<file path="src/rtl/prob_node_max_exp.sv">
// prob_node_max_exp
//   Running maximum exponent over all lines of one probabilistic-circuit node.
//   Each accepted line has its lane exponents pulled out according to the
//   selected float format. A registered compare tree reduces the line (S1),
//   and the result is folded into a node accumulator (S2). The node maximum is
//   then offered on a ready/valid pair to the normalisation stage.
//
//   Optional build macro: MAX_EXP_MIN_TRACK_EN
//     Adds min_exp, the minimum non-zero exponent of the node, which is valid
//     together with max_exp.
//
// Ports
//   clk            clock
//   rst            asynchronous reset, active low
//   mode[1:0]      00 bf16 [14:7], 01 fp16 [14:10], 10 raw [EW-1:0], 11 as 00
//   lines_minus1   node length minus one, sampled on the first beat
//   in_data        LANES words, lane i = in_data[i*DW +: DW]
//   in_vld         line valid
//   in_ready       line accepted when in_vld & in_ready
//   max_exp        node maximum exponent (held until the next result)
//   max_exp_vld    result valid
//   max_exp_ready  downstream takes the result
//   min_exp        (MAX_EXP_MIN_TRACK_EN only) node minimum non-zero exponent
//
// state  | meaning
// IDLE   | waiting for the first beat of a node
// ACCUM  | accepting the remaining beats, counting against lines_minus1
// DRAIN  | last beat taken, letting the compare pipeline empty
// HOLD   | result presented, waiting for max_exp_ready
module prob_node_max_exp #(
  parameter int LANES = 8,
  parameter int DW    = 16,
  parameter int EW    = 8,
  parameter int LW    = 11
) (
  input  logic                  clk,
  input  logic                  rst,
  input  logic [1:0]            mode,
  input  logic [LW-1:0]         lines_minus1,
  input  logic [LANES*DW-1:0]   in_data,
  input  logic                  in_vld,
  output logic                  in_ready,
  output logic [EW-1:0]         max_exp,
  output logic                  max_exp_vld,
  input  logic                  max_exp_ready
`ifdef MAX_EXP_MIN_TRACK_EN
  ,
  output logic [EW-1:0]         min_exp
`endif
);

  localparam logic [1:0] S_IDLE  = 2'd0;
  localparam logic [1:0] S_ACCUM = 2'd1;
  localparam logic [1:0] S_DRAIN = 2'd2;
  localparam logic [1:0] S_HOLD  = 2'd3;

  logic [1:0]          state;
  logic [1:0]          mode_q;
  logic [LW-1:0]       lm1_q;
  logic [LW-1:0]       cnt;
  logic [LW-1:0]       cnt_nxt;
  logic [1:0]          eff_mode;
  logic                accept;
  logic [LANES*EW-1:0] lane_exp;
  logic                s1_vld;
  logic [EW-1:0]       s1_max;
  logic [EW-1:0]       acc;
  logic [EW-1:0]       max_q;

  // Some word bits (e.g. the sign) never feed an exponent.
  logic unused_in;
  assign unused_in = ^in_data;

  function automatic logic [EW-1:0] tree_max(input logic [LANES*EW-1:0] v);
    logic [EW-1:0] t [1:2*LANES-1];
    for (int i = 0; i < LANES; i++) t[LANES+i] = v[i*EW +: EW];
    for (int i = LANES-1; i >= 1; i--) t[i] = (t[2*i+1] > t[2*i]) ? t[2*i+1] : t[2*i];
    return t[1];
  endfunction

  // in_ready comes only from registered state.
  assign in_ready    = (state == S_IDLE) || (state == S_ACCUM);
  assign accept      = in_vld & in_ready;
  assign max_exp_vld = (state == S_HOLD);
  assign max_exp     = max_q;
  assign cnt_nxt     = cnt + 1'b1;
  // The first beat is decoded with the live mode, later beats with the latched one.
  assign eff_mode    = (state == S_IDLE) ? mode : mode_q;

  always_comb begin
    lane_exp = '0;
    for (int i = 0; i < LANES; i++) begin
      case (eff_mode)
        2'b01:   lane_exp[i*EW +: 5]  = in_data[i*DW+10 +: 5];
        2'b10:   lane_exp[i*EW +: EW] = in_data[i*DW +: EW];
        default: lane_exp[i*EW +: 8]  = in_data[i*DW+7 +: 8];
      endcase
    end
  end

`ifdef MAX_EXP_MIN_TRACK_EN
  logic [LANES*EW-1:0] lane_min_in;
  logic                s1_nz;
  logic [EW-1:0]       s1_min;
  logic [EW-1:0]       min_acc;
  logic                min_seen;
  logic [EW-1:0]       min_q;

  function automatic logic [EW-1:0] tree_min(input logic [LANES*EW-1:0] v);
    logic [EW-1:0] t [1:2*LANES-1];
    for (int i = 0; i < LANES; i++) t[LANES+i] = v[i*EW +: EW];
    for (int i = LANES-1; i >= 1; i--) t[i] = (t[2*i+1] < t[2*i]) ? t[2*i+1] : t[2*i];
    return t[1];
  endfunction

  // Zero/denormal lanes become all-ones so that they never win the min.
  always_comb begin
    lane_min_in = lane_exp;
    for (int i = 0; i < LANES; i++)
      if (lane_exp[i*EW +: EW] == '0) lane_min_in[i*EW +: EW] = '1;
  end

  assign min_exp = min_q;

  // min_seen separates "no non-zero lane" from a genuine all-ones exponent.
  always_ff @(posedge clk or negedge rst) begin
    if (!rst) begin
      s1_nz    <= 1'b0;
      s1_min   <= '1;
      min_acc  <= '1;
      min_seen <= 1'b0;
      min_q    <= '0;
    end else begin
      if (accept) begin
        s1_nz  <= |lane_exp;
        s1_min <= tree_min(lane_min_in);
      end
      if (s1_vld && s1_nz) begin
        min_seen <= 1'b1;
        if (s1_min < min_acc) min_acc <= s1_min;
      end
      if (state == S_DRAIN && !s1_vld) min_q <= min_seen ? min_acc : '0;
      if (state == S_HOLD && max_exp_ready) begin
        min_acc  <= '1;
        min_seen <= 1'b0;
      end
    end
  end
`endif

  always_ff @(posedge clk or negedge rst) begin
    if (!rst) begin
      state  <= S_IDLE;
      mode_q <= 2'b00;
      lm1_q  <= '0;
      cnt    <= '0;
      s1_vld <= 1'b0;
      s1_max <= '0;
      acc    <= '0;
      max_q  <= '0;
    end else begin
      s1_vld <= accept;
      if (accept) s1_max <= tree_max(lane_exp);
      // Strictly greater: ties keep the existing value.
      if (s1_vld && (s1_max > acc)) acc <= s1_max;
      case (state)
        S_IDLE: if (accept) begin
          mode_q <= mode;
          lm1_q  <= lines_minus1;
          cnt    <= '0;
          state  <= (lines_minus1 == '0) ? S_DRAIN : S_ACCUM;
        end
        S_ACCUM: if (accept) begin
          cnt <= cnt_nxt;
          if (cnt_nxt == lm1_q) state <= S_DRAIN;
        end
        S_DRAIN: if (!s1_vld) begin
          max_q <= acc;
          state <= S_HOLD;
        end
        default: if (max_exp_ready) begin
          acc   <= '0;
          state <= S_IDLE;
        end
      endcase
    end
  end

endmodule

</file>
<file path="config.mk">
export PLATFORM = sky130hd
export DESIGN_NAME = prob_node_max_exp
export DESIGN_NICKNAME = d
export VERILOG_FILES = /design/src/rtl/prob_node_max_exp.sv
export SDC_FILE = /design/constraint.sdc
export NUM_CORES = 1
export LEC_CHECK = 0
export ABC_CLOCK_PERIOD_IN_PS = 8000
export BUFFER_PORTS_ARGS = -buffer_cell sky130_fd_sc_hd__buf_2
export CORE_UTILIZATION = 30
export CTS_CLUSTER_SIZE = 16
export DETAILED_ROUTE_END_ITERATION = 12
export PLACE_DENSITY_LB_ADDON = 0.12
export REMOVE_ABC_BUFFERS = 1
export SLEW_MARGIN = 20
export SYNTH_ARGS = -nofsm -noshare
export SYNTH_HDL_FRONTEND = slang
export SYNTH_SLANG_ARGS = --single-unit
</file>
<file path="constraint.sdc">
create_clock -name clk -period 8 [get_ports clk]
set_input_delay 0 -clock clk [delete_from_list [all_inputs] [get_ports clk]]
set_output_delay 0 -clock clk [all_outputs]
set_load 0.02 [all_outputs]
</file>
After elaboration in Yosys (flattened, before gate mapping)
Index checks and enable logic that the tools add are counted.
Word-level totals
  memories: 0
  memory bits (read-only): 0
  input port bits: 145
  output and inout port bits: 10
  memory bits (writable): 0
  latch bits: 0
  bits in registers: 51
  word-level logic and storage cells: 77
Cells by class
  $lt $le $gt $ge: 8
  muxes and demuxes: 37
  reductions and logical operators: 11
  equality and inequality tests: 10
  divide/modulo/power cells: 0
  shifts and indexed selects: 0
  bitwise operators: 2
  multiply operators: 0
  $add $sub $neg: 1
Operator list (count)
  $mux 8: 10
  $pmux 5 s2: 8
  $gt 8x8->1: 8
  $pmux 3 s2: 8
  $mux 11: 2
  $pmux 11 s2: 1
  $mux 2: 7
  $add 11x1->11 const B: 1
  $eq 11x11->1: 1
  $logic_not 11->1: 1
  $eq 2x2->1 const B: 3
  $ne 2x2->1 const B: 3
  $pmux 2 s3: 1
  $reduce_and 5->1: 1
  $eq 2x1->1 const B: 2
  $reduce_and 2->1: 2
  $reduce_bool 4->1: 1
  $reduce_and 3->1: 1
  $reduce_or 3->1: 1
  $logic_not 2->1: 1
  $ne 2x1->1 const B: 1
  $reduce_bool 2->1: 1
  $and 1x1->1: 1
  $logic_and 1x1->1: 1
  2 further kinds: 2

Logic depth before layout (Yosys ltp)
  depth in word-level cells: 10
  mapped depth: 40
  depth with buffers taken out: 35

Least setup slack after synthesis
No wires, ideal clock.
  path kind: register to register
  from: register state[0]
  to: register s1_max[5]
  setup time: 0.082 ns
  period minus slack after synthesis: 7.391 ns
  stages on the path, launching flop included: 37
  arrival: 7.309 ns
  setup slack: 0.609 ns
  required time: 7.918 ns
  cell sequence: dfrtp_1 inv_1 ha_1 clkbuf_1 mux2_2 ha_1 clkbuf_1 clkbuf_1 clkbuf_1 a221o_1 o21ai_0 ha_1 o21ai_0 a21o_1 o21ai_1 or2_1 a21oi_1 o22a_1 buf_2 mux2_2 inv_1 ha_1 a21o_1 a21o_1 a211oi_1 o311a_2 nor2_8 mux2_4 ha_1 o21a_1 o21a_1 o21bai_1 a21oi_1 nor2_1 a211oi_1 a32o_1 a31oi_1
On the way
  cells in the longest elaborated chain, start to end: 10
  elaborated cells between the ends (all ways): 37
RTL lines
  from (decl): RTL line 57  | logic [1:0] state;
  from (signal assigned): RTL line 171  | state <= (lines_minus1 == '0) ? S_DRAIN : S_ACCUM;
  $logic_not 2->1: RTL line 82, 88
  $mux 2: RTL line 88  | assign eff_mode = (state == S_IDLE) ? mode : mode_q;
  $eq 2x2->1 / $eq 2x1->1 (equally long branches): RTL line 93  | case (eff_mode)
  $pmux 5 s2 / $pmux 3 s2 (equally long branches): RTL line 93
  $gt 8x8->1: RTL line 77  | for (int i = LANES-1; i >= 1; i--) t[i] = (t[2*i+1] > t[2*i]) ? t[2*i+1] : t[2*i];
  $mux 8: RTL line 77
  $gt 8x8->1: RTL line 77
  $mux 8: RTL line 77
  $gt 8x8->1: RTL line 77
  $mux 8: RTL line 77
  to (signal assigned): RTL line 163  | if (accept) s1_max <= tree_max(lane_exp);
  to (decl): RTL line 66  | logic [EW-1:0] s1_max;
Several ways; a longest one is shown, not always the timed one.
A chain may end at the register's enable or synchronous reset.

Worst setup path in the final report
  from: register state[1]
  to: register s1_max[0]
Same word-level chain as after synthesis.

==> flow_summary.toml <==
[setup_path]
crit_start = "state[1]"
crit_path_start_kind = "flip-flop"
worstSetupPathType = "flip-flop to flip-flop"
cp_slowest_cell = "dfrtp_1"
crit_top_cell = "ha_1"
worst-path-buf-inv = 6
critPathRequiredTime_ns = 8.19
cp_top_family = "compound AO/OA/AOI/OAI gates"
r2r-start = "state[1]"
worst_path_largest_cell_delay_ns = 0.45
cp-end-kind = "flip-flop"
cp_max_fo = 41
cp.arrival_ns = 7.65

[sta]
fin_crit_ns = 7.46
fin_crit_sh = 0.933
clock_skew_ns = 0.00499
max_slew_margin = 0.341
fmax_ghz = 0.134
setup_tns_ns = 0
rsz0062_at_grt = "false"
worst_slew_pin_slew_ns = 0.972
hold_viol_final = 0
setup_viol = 0
hold_ws_ns = 0.0922
slew_viol_final = 0

[drt]
drt-vias-per-instance = 5.20
drtIter0Drc = 204
drc = 0
ant_nets = 0
drt_wl_total_um = 18500
first_pass_iters = 4
wl_per_cell_um = 16.3
vias = 5920

[synthesis]
yosysUniqueCellTypes = 72
synth.most_common_cell = "ha_1"
ys_top_cells_by_count = "ha_1, o21ai_0, inv_1"
netlist_area_um2 = 6120
postSynthCellCount = 725
ys_seq_elements = 51
yosysWarnings = 0
synth_ff_type = "dfrtp_1"
synth_largest_area_cell = "dfrtp_1"
synth-async-reset-ratio = 1.00
yosysTopAreaCellShare = 0.208
synth_edf_count = 0
synth_area_per_cell_um2 = 8.45
ys_seq_area_frac = 0.208
ys_top_cells_by_area = "dfrtp_1, ha_1, mux2_2, a221o_1, o21ai_0"

[cells_and_area]
fillers = 2047
drive_gt1_frac = 0.261
n_antenna_cell = 0
syn_to_final_growth_pct = 22.3
nNetsFinal = 1085

[die]
coreArea_um2 = 19700
die_h_um = 145
core.rowCount = 51
io_pins = 155
die_w_um = 145
start_util = 0.311
dieArea_um2 = 21000

[grt]
grt_max_degree = 52
grt_first_pass_wirelength_um = 29300
grt_pass1_vias = 5765
antenna_found_initial = 0
grt_usage = 0.178
grt_overflow = 0

[placed_design]
io_buffer_count = 146
dpl.hpwl_um = 15100
gp_congestion = 0.863

[run]
drv_cap = 0

[clock_tree]
clock-sinks = 51
cts_buffers = 5
htreeDepth = 2
cts_buffer_depth = 2
clkTransAtPathRegs_ns = 0.07
clk_latency_ns = 0.29
cts_tree = "done"
cts-root-buf = "clkbuf_16"

[hold_path]
hp-class = "input pin to flip-flop"
hold_start = "in_vld"

[outcome]
status = "complete, no violations"
[worst paths after layout]
| path | slack [ns] | end | cells past startpoint |
|---|---|---|---|
| setup / recovery | 0.54 | s1_max[0] | 34 |
| hold / removal | 0.09 | cnt[1] | 3 |
| setup reg to reg | 0.54 | s1_max[0] | 34 |
| hold reg to reg | 0.47 | max_exp[1] | 2 |
| max in group asynchronous | 7.19 | s1_max[2] | 3 |
| min in group asynchronous | 0.36 | max_exp[7] | 3 |
[flip-flops by register name (all words and copies together), names as in the netlist]
signal,count
s1_max,8
state,2
mode_q,2
s1_vld,1
max_exp,8
cnt,11
lm1_q,11
acc,8
[metrics by stage]
step / worst slack (ns) / cell area, µm² / utilization / cells
after floorplan: -0.752 / 5940 / - / 686
after global placement: 0.442 / 7200 / 0.365 / 1118
final: 0.540 / 7490 / 0.380 / 1139
after CTS: 0.462 / 7490 / 0.380 / 1139
after detailed placement: 0.489 / 7200 / 0.365 / 1118
after global routing: 0.00681 / 7490 / 0.380 / 1139
[kinds of logic after synthesis]
| family | synth area share |
|---|---|
| AOI/OAI and AO/OA | 0.324 |
| xor gates and xnor gates | 0.0358 |
| adders and majority gates | 0.138 |
| buffers and inverters | 0.0631 |
| DFF | 0.208 |
| muxes | 0.102 |
| and+or+nand+nor | 0.128 |
[tightest hold or removal path, delay by kind of cell]
kind | cells | cell delay, ns
and+or+nand+nor | 2 | 0.16
buffers and inverters | 1 | 0.18
[layer usage]
metal	part of all wire	wire length, µm	GRT usage
met2	0.48	8910	0.311
met3	0.031	577	0.0102
met4	0.012	223	0.0377
met1	0.48	8820	0.241
met5	0	0	0
[final cells by class]
cell class / instances / area [µm²] / area share
inverter: 53 / 199 / 0.0266
timing repair buffer: 181 / 1070 / 0.142
sequential: 51 / 1280 / 0.170
clock inverter: 1 / 5.00 / 0.000668
tap: 265 / 332 / 0.0443
multi-input combinational: 582 / 4470 / 0.597
clock buffer: 6 / 139 / 0.0185
[layout by cell type, fill, tap and decap left out, types with 4 or more instances in the layout]
master | synthesis | layout
a211oi_1 | 15 | 15
a21o_1 | 18 | 18
a21oi_1 | 37 | 37
a221o_1 | 28 | 28
a22o_1 | 19 | 19
a22oi_1 | 25 | 25
a31oi_1 | 6 | 6
a32oi_1 | 4 | 4
and3_1 | 7 | 7
buf_2 | 6 | 146
buf_4 | 1 | 18
clkbuf_16 | 0 | 5
dfrtp_1 | 51 | 51
dlygate4sd3_1 | 0 | 14
ha_1 | 66 | 64
inv_1 | 52 | 52
mux2_2 | 27 | 27
mux2i_1 | 24 | 24
nand2_1 | 51 | 51
nand2b_1 | 7 | 7
nand3_1 | 16 | 16
nand4_1 | 12 | 12
nor2_1 | 37 | 36
nor2b_1 | 8 | 7
nor4_1 | 4 | 4
o21a_1 | 15 | 15
o21ai_0 | 56 | 56
o21ai_1 | 7 | 7
o2bb2ai_1 | 5 | 5
o31ai_1 | 6 | 6
xnor2_1 | 18 | 18
xor2_1 | 7 | 7
[what timing repair did]
| item | in CTS | in global routing |
|---|---|---|
| endpoints found under the hold margin | 64 | 0 |
| setup endpoints to repair | 0 | 7 |
| setup buffers | 0 | 0 |
| hold buffers | 14 | 0 |
| resized for setup | 0 | 2 |
Power is not shown: default switching activity piles up to over one toggle a cycle in this logic, so the estimate is an artifact.
